[src/rtl/tlul_pkg.sv]
// rtl/tlul_pkg.sv - TL-UL channel types, opcodes and a_user default shared by TL-UL hosts
package tlul_pkg;

  localparam int TL_AW  = 32;
  localparam int TL_DW  = 32;
  localparam int TL_AIW = 8;
  localparam int TL_DIW = 1;
  localparam int TL_DBW = TL_DW / 8;
  localparam int TL_SZW = 2;

  typedef enum logic [2:0] {
    PutFullData    = 3'h0,
    PutPartialData = 3'h1,
    Get            = 3'h4
  } tl_a_op_e;

  typedef enum logic [2:0] {
    AccessAck     = 3'h0,
    AccessAckData = 3'h1
  } tl_d_op_e;

  typedef struct packed {
    logic [4:0] rsvd;
    logic [3:0] instr_type;
    logic [6:0] cmd_intg;
    logic [6:0] data_intg;
  } tl_a_user_t;

  localparam tl_a_user_t TL_A_USER_DEFAULT = '{
    rsvd:       5'h0,
    instr_type: 4'h9,
    cmd_intg:   7'h0,
    data_intg:  7'h0
  };

  typedef struct packed {
    logic                  a_valid;
    tl_a_op_e              a_opcode;
    logic [2:0]            a_param;
    logic [TL_SZW-1:0]     a_size;
    logic [TL_AIW-1:0]     a_source;
    logic [TL_AW-1:0]      a_address;
    logic [TL_DBW-1:0]     a_mask;
    logic [TL_DW-1:0]      a_data;
    tl_a_user_t            a_user;
    logic                  d_ready;
  } tl_h2d_t;

  typedef struct packed {
    logic                  d_valid;
    tl_d_op_e              d_opcode;
    logic [2:0]            d_param;
    logic [TL_SZW-1:0]     d_size;
    logic [TL_AIW-1:0]     d_source;
    logic [TL_DIW-1:0]     d_sink;
    logic [TL_DW-1:0]      d_data;
    logic                  d_error;
    logic                  a_ready;
  } tl_d2h_t;

endpackage

[src/rtl/tlul_data_host.sv]
// rtl/tlul_data_host.sv - core load/store port to TL-UL host adapter
// One-entry registered A channel, in-order D responses checked against an expected source.
module tlul_data_host
  import tlul_pkg::*;
#(
  parameter int MaxOutstanding = 4,
  parameter int SrcW           = $clog2(MaxOutstanding)
) (
  input  logic        clock,
  input  logic        reset,
  input  logic        data_req_i,
  input  logic        data_we_i,
  input  logic [3:0]  data_be_i,
  input  logic [31:0] data_addr_i,
  input  logic [31:0] data_wdata_i,
  output logic        data_gnt_o,
  output logic        data_rvalid_o,
  output logic [31:0] data_rdata_o,
  output logic        data_err_o,
  output tl_h2d_t     tl_h_o,
  input  tl_d2h_t     tl_h_i
);

  localparam logic [SrcW:0] MaxOutst = MaxOutstanding[SrcW:0];

  logic            buf_valid_q, buf_valid_d;
  tl_a_op_e        buf_opcode_q, buf_opcode_d;
  logic [29:0]     buf_addr_q, buf_addr_d;
  logic [3:0]      buf_mask_q, buf_mask_d;
  logic [31:0]     buf_data_q, buf_data_d;
  logic [SrcW-1:0] buf_source_q, buf_source_d;
  logic [SrcW-1:0] issue_ptr_q, issue_ptr_d;
  logic [SrcW-1:0] expect_ptr_q, expect_ptr_d;
  logic [SrcW:0]   outst_q, outst_d;
  logic            rvalid_q, rvalid_d;
  logic [31:0]     rdata_q, rdata_d;
  logic            err_q, err_d;

  logic gnt;
  logic d_fire;
  logic stray;
  logic d_accept;
  logic unused_tl;

  assign unused_tl = ^{tl_h_i.d_param, tl_h_i.d_size, tl_h_i.d_sink,
                       tl_h_i.d_source[TL_AIW-1:SrcW], data_addr_i[1:0]};

  assign gnt      = data_req_i && (!buf_valid_q || tl_h_i.a_ready) && (outst_q < MaxOutst);
  // d_ready is tied high, so every d_valid is a completed beat
  assign d_fire   = tl_h_i.d_valid;
  assign stray    = d_fire && (outst_q == '0);
  assign d_accept = d_fire && !stray;

  always_comb begin
    buf_valid_d  = buf_valid_q;
    buf_opcode_d = buf_opcode_q;
    buf_addr_d   = buf_addr_q;
    buf_mask_d   = buf_mask_q;
    buf_data_d   = buf_data_q;
    buf_source_d = buf_source_q;
    issue_ptr_d  = issue_ptr_q;
    if (gnt) begin
      buf_valid_d  = 1'b1;
      buf_addr_d   = data_addr_i[31:2];
      buf_source_d = issue_ptr_q;
      issue_ptr_d  = issue_ptr_q + 1'b1;
      if (data_we_i) begin
        buf_opcode_d = (data_be_i == 4'hF) ? PutFullData : PutPartialData;
        buf_mask_d   = data_be_i;
        buf_data_d   = data_wdata_i;
      end else begin
        buf_opcode_d = Get;
        buf_mask_d   = 4'hF;
        buf_data_d   = 32'h0;
      end
    end else if (buf_valid_q && tl_h_i.a_ready) begin
      buf_valid_d = 1'b0;
    end
  end

  always_comb begin
    outst_d      = outst_q;
    expect_ptr_d = expect_ptr_q;
    unique case ({gnt, d_accept})
      2'b10:   outst_d = outst_q + 1'b1;
      2'b01:   outst_d = outst_q - 1'b1;
      default: outst_d = outst_q;
    endcase
    if (d_accept) begin
      expect_ptr_d = expect_ptr_q + 1'b1;
    end
    rvalid_d = d_fire;
    rdata_d  = (d_fire && tl_h_i.d_opcode == AccessAckData) ? tl_h_i.d_data : 32'h0;
    err_d    = d_fire && (tl_h_i.d_error || stray ||
                          (tl_h_i.d_source[SrcW-1:0] != expect_ptr_q));
  end

  always_ff @(posedge clock or negedge reset) begin
    if (!reset) begin
      buf_valid_q  <= 1'b0;
      buf_opcode_q <= PutFullData;
      buf_addr_q   <= '0;
      buf_mask_q   <= '0;
      buf_data_q   <= '0;
      buf_source_q <= '0;
      issue_ptr_q  <= '0;
      expect_ptr_q <= '0;
      outst_q      <= '0;
      rvalid_q     <= 1'b0;
      rdata_q      <= '0;
      err_q        <= 1'b0;
    end else begin
      buf_valid_q  <= buf_valid_d;
      buf_opcode_q <= buf_opcode_d;
      buf_addr_q   <= buf_addr_d;
      buf_mask_q   <= buf_mask_d;
      buf_data_q   <= buf_data_d;
      buf_source_q <= buf_source_d;
      issue_ptr_q  <= issue_ptr_d;
      expect_ptr_q <= expect_ptr_d;
      outst_q      <= outst_d;
      rvalid_q     <= rvalid_d;
      rdata_q      <= rdata_d;
      err_q        <= err_d;
    end
  end

  always_comb begin
    tl_h_o           = '0;
    tl_h_o.a_valid   = buf_valid_q;
    tl_h_o.a_opcode  = buf_opcode_q;
    tl_h_o.a_param   = 3'h0;
    tl_h_o.a_size    = 2'd2;
    tl_h_o.a_source  = {{(TL_AIW-SrcW){1'b0}}, buf_source_q};
    tl_h_o.a_address = {buf_addr_q, 2'b00};
    tl_h_o.a_mask    = buf_mask_q;
    tl_h_o.a_data    = buf_data_q;
    tl_h_o.a_user    = TL_A_USER_DEFAULT;
    tl_h_o.d_ready   = 1'b1;
  end

  assign data_gnt_o    = gnt;
  assign data_rvalid_o = rvalid_q;
  assign data_rdata_o  = rdata_q;
  assign data_err_o    = err_q;

endmodule

[config.mk]
export PLATFORM = sky130hd
export DESIGN_NAME = tlul_data_host
export DESIGN_NICKNAME = d
export VERILOG_FILES = /design/src/rtl/tlul_pkg.sv /design/src/rtl/tlul_data_host.sv
export SDC_FILE = /design/constraint.sdc
export NUM_CORES = 1
export LEC_CHECK = 0
export BUFFER_PORTS_ARGS = -buffer_cell sky130_fd_sc_hd__buf_2
export CAP_MARGIN = 5
export CORE_UTILIZATION = 41
export DETAILED_ROUTE_END_ITERATION = 6
export HOLD_SLACK_MARGIN = 0.03
export MAX_ROUTING_LAYER = met4
export PLACE_DENSITY = 0.75
export SLEW_MARGIN = 20
export SYNTH_ARGS = -nofsm -noshare
export SYNTH_HDL_FRONTEND = slang
export SYNTH_SLANG_ARGS = --single-unit
[constraint.sdc]
create_clock -name clock -period 2.56 [get_ports clock]
set_clock_uncertainty 0.05 [all_clocks]
set_input_delay 0.384 -clock clock [delete_from_list [all_inputs] [get_ports clock]]
set_output_delay 0.384 -clock clock [all_outputs]
set_load 0.005 [all_outputs]
Yosys cells after proc, flatten, opt, wreduce, memory -nomap -nowiden
Cells that the tools add are included.
- register bits: 113
- input port bits: 124
- output and inout port bits: 144
- logic and storage cells: 45
- add/sub/neg operators: 4
- magnitude comparators: 1
- equal/unequal tests: 5
- muxes and demuxes: 8
- reduce and logical (&&, ||, !) cells: 15
- operator list (cell ; number):
    $mux W32 ; 2
    $logic_and A1 B1 Y1 ; 7
    $pmux W3 S2 ; 1
    $add A2 B1 Y2 const B ; 2
    $eq A4 B4 Y1 const B ; 1
    $mux W4 ; 1
    $reduce_bool A2 Y1 ; 2
    $add A3 B1 Y3 const B ; 1
    $eq A3 B1 Y1 const B ; 1
    $logic_not A3 Y1 ; 1
    $logic_or A1 B1 Y1 ; 3
    $lt A3 B3 Y1 const B ; 1
    $mux W1 ; 3
    $mux W3 ; 1
    $sub A3 B1 Y3 const B ; 1
    $eq A2 B1 Y1 const B ; 1
    $eq A2 B2 Y1 const B ; 1
    $logic_not A1 Y1 ; 2
    $ne A2 B2 Y1 ; 1

Longest topological paths before layout
- word-level depth: 6
- depth in mapped cells: 12
- gate-level depth less buffers: 9

Worst setup path after synthesis
OpenSTA, ideal clock, no wires.
- path kind: input -> register
- from: input tl_h_i[0] in the netlist's numbering
- to: register outst_q[2]
- library setup time: 0.079 ns
- data arrival time: 2.049 ns
- data required time: 2.431 ns
- slack: 0.382 ns
- stages on the path: 12
- cell sequence: nand2b_1 > buf_6 > and2_4 > buf_8 > buf_6 > inv_2 > ha_1 > inv_1 > fa_1 > xor2_1 > nor2_1 > xor2_1
- longest elaborated chain between the ends: 5
- elaborated cells between the ends (all ways): 7
- those cells by class: 2 x eq/ne; 1 x mux; 4 x reduce/logical
- RTL lines (item ; RTL line ; RTL):
    start, declared ; tlul_data_host.sv:21 ; input tl_d2h_t tl_h_i
    $logic_or A1 B1 Y1 * ; tlul_data_host.sv:48 ; assign gnt = data_req_i && (!buf_valid_q || tl_h_i.a_ready) && (outst_q < MaxOutst);
    $logic_and A1 B1 Y1 * (2 in a row) ; tlul_data_host.sv:48 ;
    net data_gnt_o ; tlul_data_host.sv:16 ; output logic data_gnt_o,
    $eq A2 B1 Y1 / $eq A2 B2 Y1 (equally long branches) ; tlul_data_host.sv:84 ; unique case ({gnt, d_accept})
    $pmux W3 S2 / $reduce_bool A2 Y1 (equally long branches) ; n/a ;
    end signal, assigned ; tlul_data_host.sv:121 ; outst_q <= outst_d;
    end, declared ; tlul_data_host.sv:34 ; logic [SrcW:0] outst_q, outst_d;
The timed path passes the listed nets; every way through them passes the cells marked *.
A chain may end at the register's enable or synchronous reset.

Final worst setup path
- from: register outst_q[2]
- to: output data_gnt_o
- longest elaborated chain between the ends: 2
- RTL lines (item ; RTL line):
    $lt A3 B3 Y1 ; tlul_data_host.sv:48
    $logic_and A1 B1 Y1 ; tlul_data_host.sv:48
    end, declared ; tlul_data_host.sv:16
No other way between the ends.

==> impl_metrics.toml <==
[pwr]
power_mw = 6.066
peakVddDrop_uv = 576.2
switching_share = 0.2975
power_density_nw_per_um2 = 999.0
internal_power_mw = 4.261
power_frac_seq = 0.453
pwr-share-clk = 0.215
p_leak_nw = 3.369
p_switching_mw = 1.805
p_comb_frac = 0.333

[clocking]
cts_buffers = 9
cts_resized = 0
clk_pin_slew_ns = 0.07
post_cts_buffers = 0
htreeDepth = 3
insertion_delay_ns = 0.34
root_buffer = "clkbuf_16"
cts_tree = "done"
postCtsHoldBufs = 1
cts_max_path_buffers = 2
cts.sinks = 112

[place]
placed_cells = 718
gp_congestion = 0.7874
postPlaceCellArea_um2 = 5788
portBuffers = 215
dp.final_hpwl_um = 7094

[sta]
hold_viol = 0
timing.setup.tns_ns = 0
slew_violations = 0
tightest_slew_ns = 0.7619
fmax_mhz = 433.6
rsz0062_at_grt = "no"
period_needed_ns = 2.306
setup_viol = 0
max-slew-margin-rel = 0.4921
period_share = 0.9008

[global_route]
grt_pass1_vias = 3112
grt_usage = 0.1636
grt_pass1_wl_um = 14370
grt_overflow = 0
grt_max_degree = 73
antenna_found_initial = 0

[routing]
dr.pass1.iters = 4
wirelength_um = 9770
antenna_left = 0
drcViolationCount = 0
via_count = 3212
wire_per_inst_um = 13.33
first_iter_violations = 131
vias_per_cell = 4.382

[critical_path]
r2r-end = "outst_q[2]"
cp_max_fo = 72
required_ns = 2.13
critPathKind = "flip-flop to primary output"
cp_slowest_cell = "dfrtp_1"
startpoint = "outst_q[2]"
worstPathCellList = "nor2b_2 > and2_4 > buf_12 > buf_2"
cp_num_buf_inv = 2
cp.arrival_ns = 1.87
timing.rr.start = "outst_q[2]"
r2r_cells = 9
crit_family = "buffers and inverters"
reg2reg_slack_ns = 0.60
crit_cells = 4
cp-start-kind = "flip-flop"
cp_slowest_stage_delay_ns = 0.45
endpoint_kind = "primary output"
setup.worst_path.end = "data_gnt_o"

[floorplan]
io_pins = 268
start_util = 0.4202
fp.dieW_um = 110.2
die_area_um2 = 12140
die_h_um = 110.2
core_region_area_um2 = 11420
fp-row-count = 39

[logic_synthesis]
synth_area_per_cell_um2 = 12.76
ys_ff_latch = 112
yosysUniqueCellTypes = 32
async_reset_ff_frac = 1.000
synth_seq_area_share = 0.5841
yosys.area.top_type = "dfrtp_1"
yosysWarnings = 0
yosys-top-cells-area = "dfrtp_1, mux2_4, mux2i_1"
synth_edf_count = 0
synth_area_um2 = 4798
synth_ff_type = "dfrtp_1"
syn_inst = 376
synth_top_area_share = 0.5841

[outcome]
status = "completed"

[cells_and_area]
fillers = 999
seq_area_um2 = 2803
stdcell_area_um2 = 6072
final_common_cell = "buf_2"
antennaDiodeCount = 0
multi_input_area_um2 = 1515
fin_cells = 733
layout_common_cells = "buf_2, dfrtp_1, inv_1"
fin_util = 0.5318
final_nets = 713
area_delta_synth_final_pct = 26.54
layout-drive-gt1-share = 0.4424

[job]
maxCapViolations = 0

[worst_hold_path]
min_path_type = "primary input to flip-flop"
worst min-delay path by stage:
stage          slack (ns)  cells after the start             to  startpoint
4_1_cts              0.13                      1  data_rvalid_o  tl_h_i[51]
6_report             0.15                      1  data_rvalid_o  tl_h_i[51]
3_5_place_dp         0.36                      1  buf_addr_q[9]       reset
3_3_place_gp         0.35                      1  buf_addr_q[8]       reset
5_1_grt              0.14                      1  data_rvalid_o  tl_h_i[51]
2_1_floorplan        0.04                      0  buf_addr_q[0]       reset
through the flow:
stage               hold slack (ns)  worst slack [ns]
detailed placement           0.3606            0.4260
global placement             0.3493            0.4619
floorplan                   0.03841            0.3822
CTS                          0.1317            0.1657
global route                 0.1428            0.1037
finish                       0.1547            0.2540
synthesized netlist by cell type, types with 2 or more instances:
cell type	count
and2_1	32
buf_4	39
a31oi_1	4
a21oi_1	4
xor2_1	6
inv_1	43
mux2_4	28
xnor2_1	3
nand4_1	2
dfrtp_1	112
clkbuf_1	7
o21ai_1	2
buf_6	5
mux2_1	3
buf_12	3
conb_1	2
nand2_1	33
mux2i_1	34
cell type report:
cell class	count	share of cell area
Sequential cell	112	0.4616
Multi-Input combinational cell	201	0.2495
Timing Repair Buffer	219	0.1871
Clock buffer	14	0.04513
Tap cell	143	0.02947
Inverter	44	0.02720
routing by layer:
metal / vias up / wire [µm] / global-route usage
met2: 160 / 4733 / 0.2777
met4: 0 / 163 / 0.08177
li1: 1513 / - / -
met5: - / 0 / -
met1: 1528 / 4108 / 0.1753
met3: 11 / 764 / 0.04644
power groups by stage:
stage | Sequential [mW] | Combinational (mW) | Clock, mW
global placement | 2.72 | 1.99 | 0
CTS | 2.75 | 2.05 | 1.36
floorplan | 2.80 | 1.22 | 0
detailed placement | 2.78 | 2.03 | 0
global route | 2.82 | 2.27 | 1.41
finish | 2.75 | 2.02 | 1.30
worst register-to-register path, stage by stage, from the launching register on:
cell and delay, ns:
dfrtp_1 0.45, nor2b_2 0.28, and2_4 0.22, inv_2 0.03, ha_1 0.20, inv_1 0.07, fa_1 0.18, xor2_1 0.15
nor2_1 0.06, xor2_1 0.14
logic make-up (layout without fill, tap and decap cells):
family | count (synthesis) | in the layout | synth area share
buffers and inverters | 99 | 277 | 0.1283
adder cells (fa/ha/maj) | 2 | 2 | 0.006779
XOR/XNOR | 9 | 9 | 0.01643
multiplexers | 65 | 65 | 0.1656
other | 2 | 38 | 0.001565
AO/OA/AOI/OAI | 13 | 13 | 0.01669
AND/OR/NAND/NOR | 74 | 74 | 0.08057
flip-flops | 112 | 112 | 0.5841
flip-flops by register name, indices dropped and copies added (netlist names):
register / count
buf_addr_q: 30
buf_data_q: 32
buf_mask_q: 4
buf_opcode_q: 2
buf_source_q: 2
buf_valid_q: 1
data_err_o: 1
data_rdata_o: 32
data_rvalid_o: 1
expect_ptr_q: 2
issue_ptr_q: 2
outst_q: 3
No activity file was read; power rests on OpenSTA's default activity.
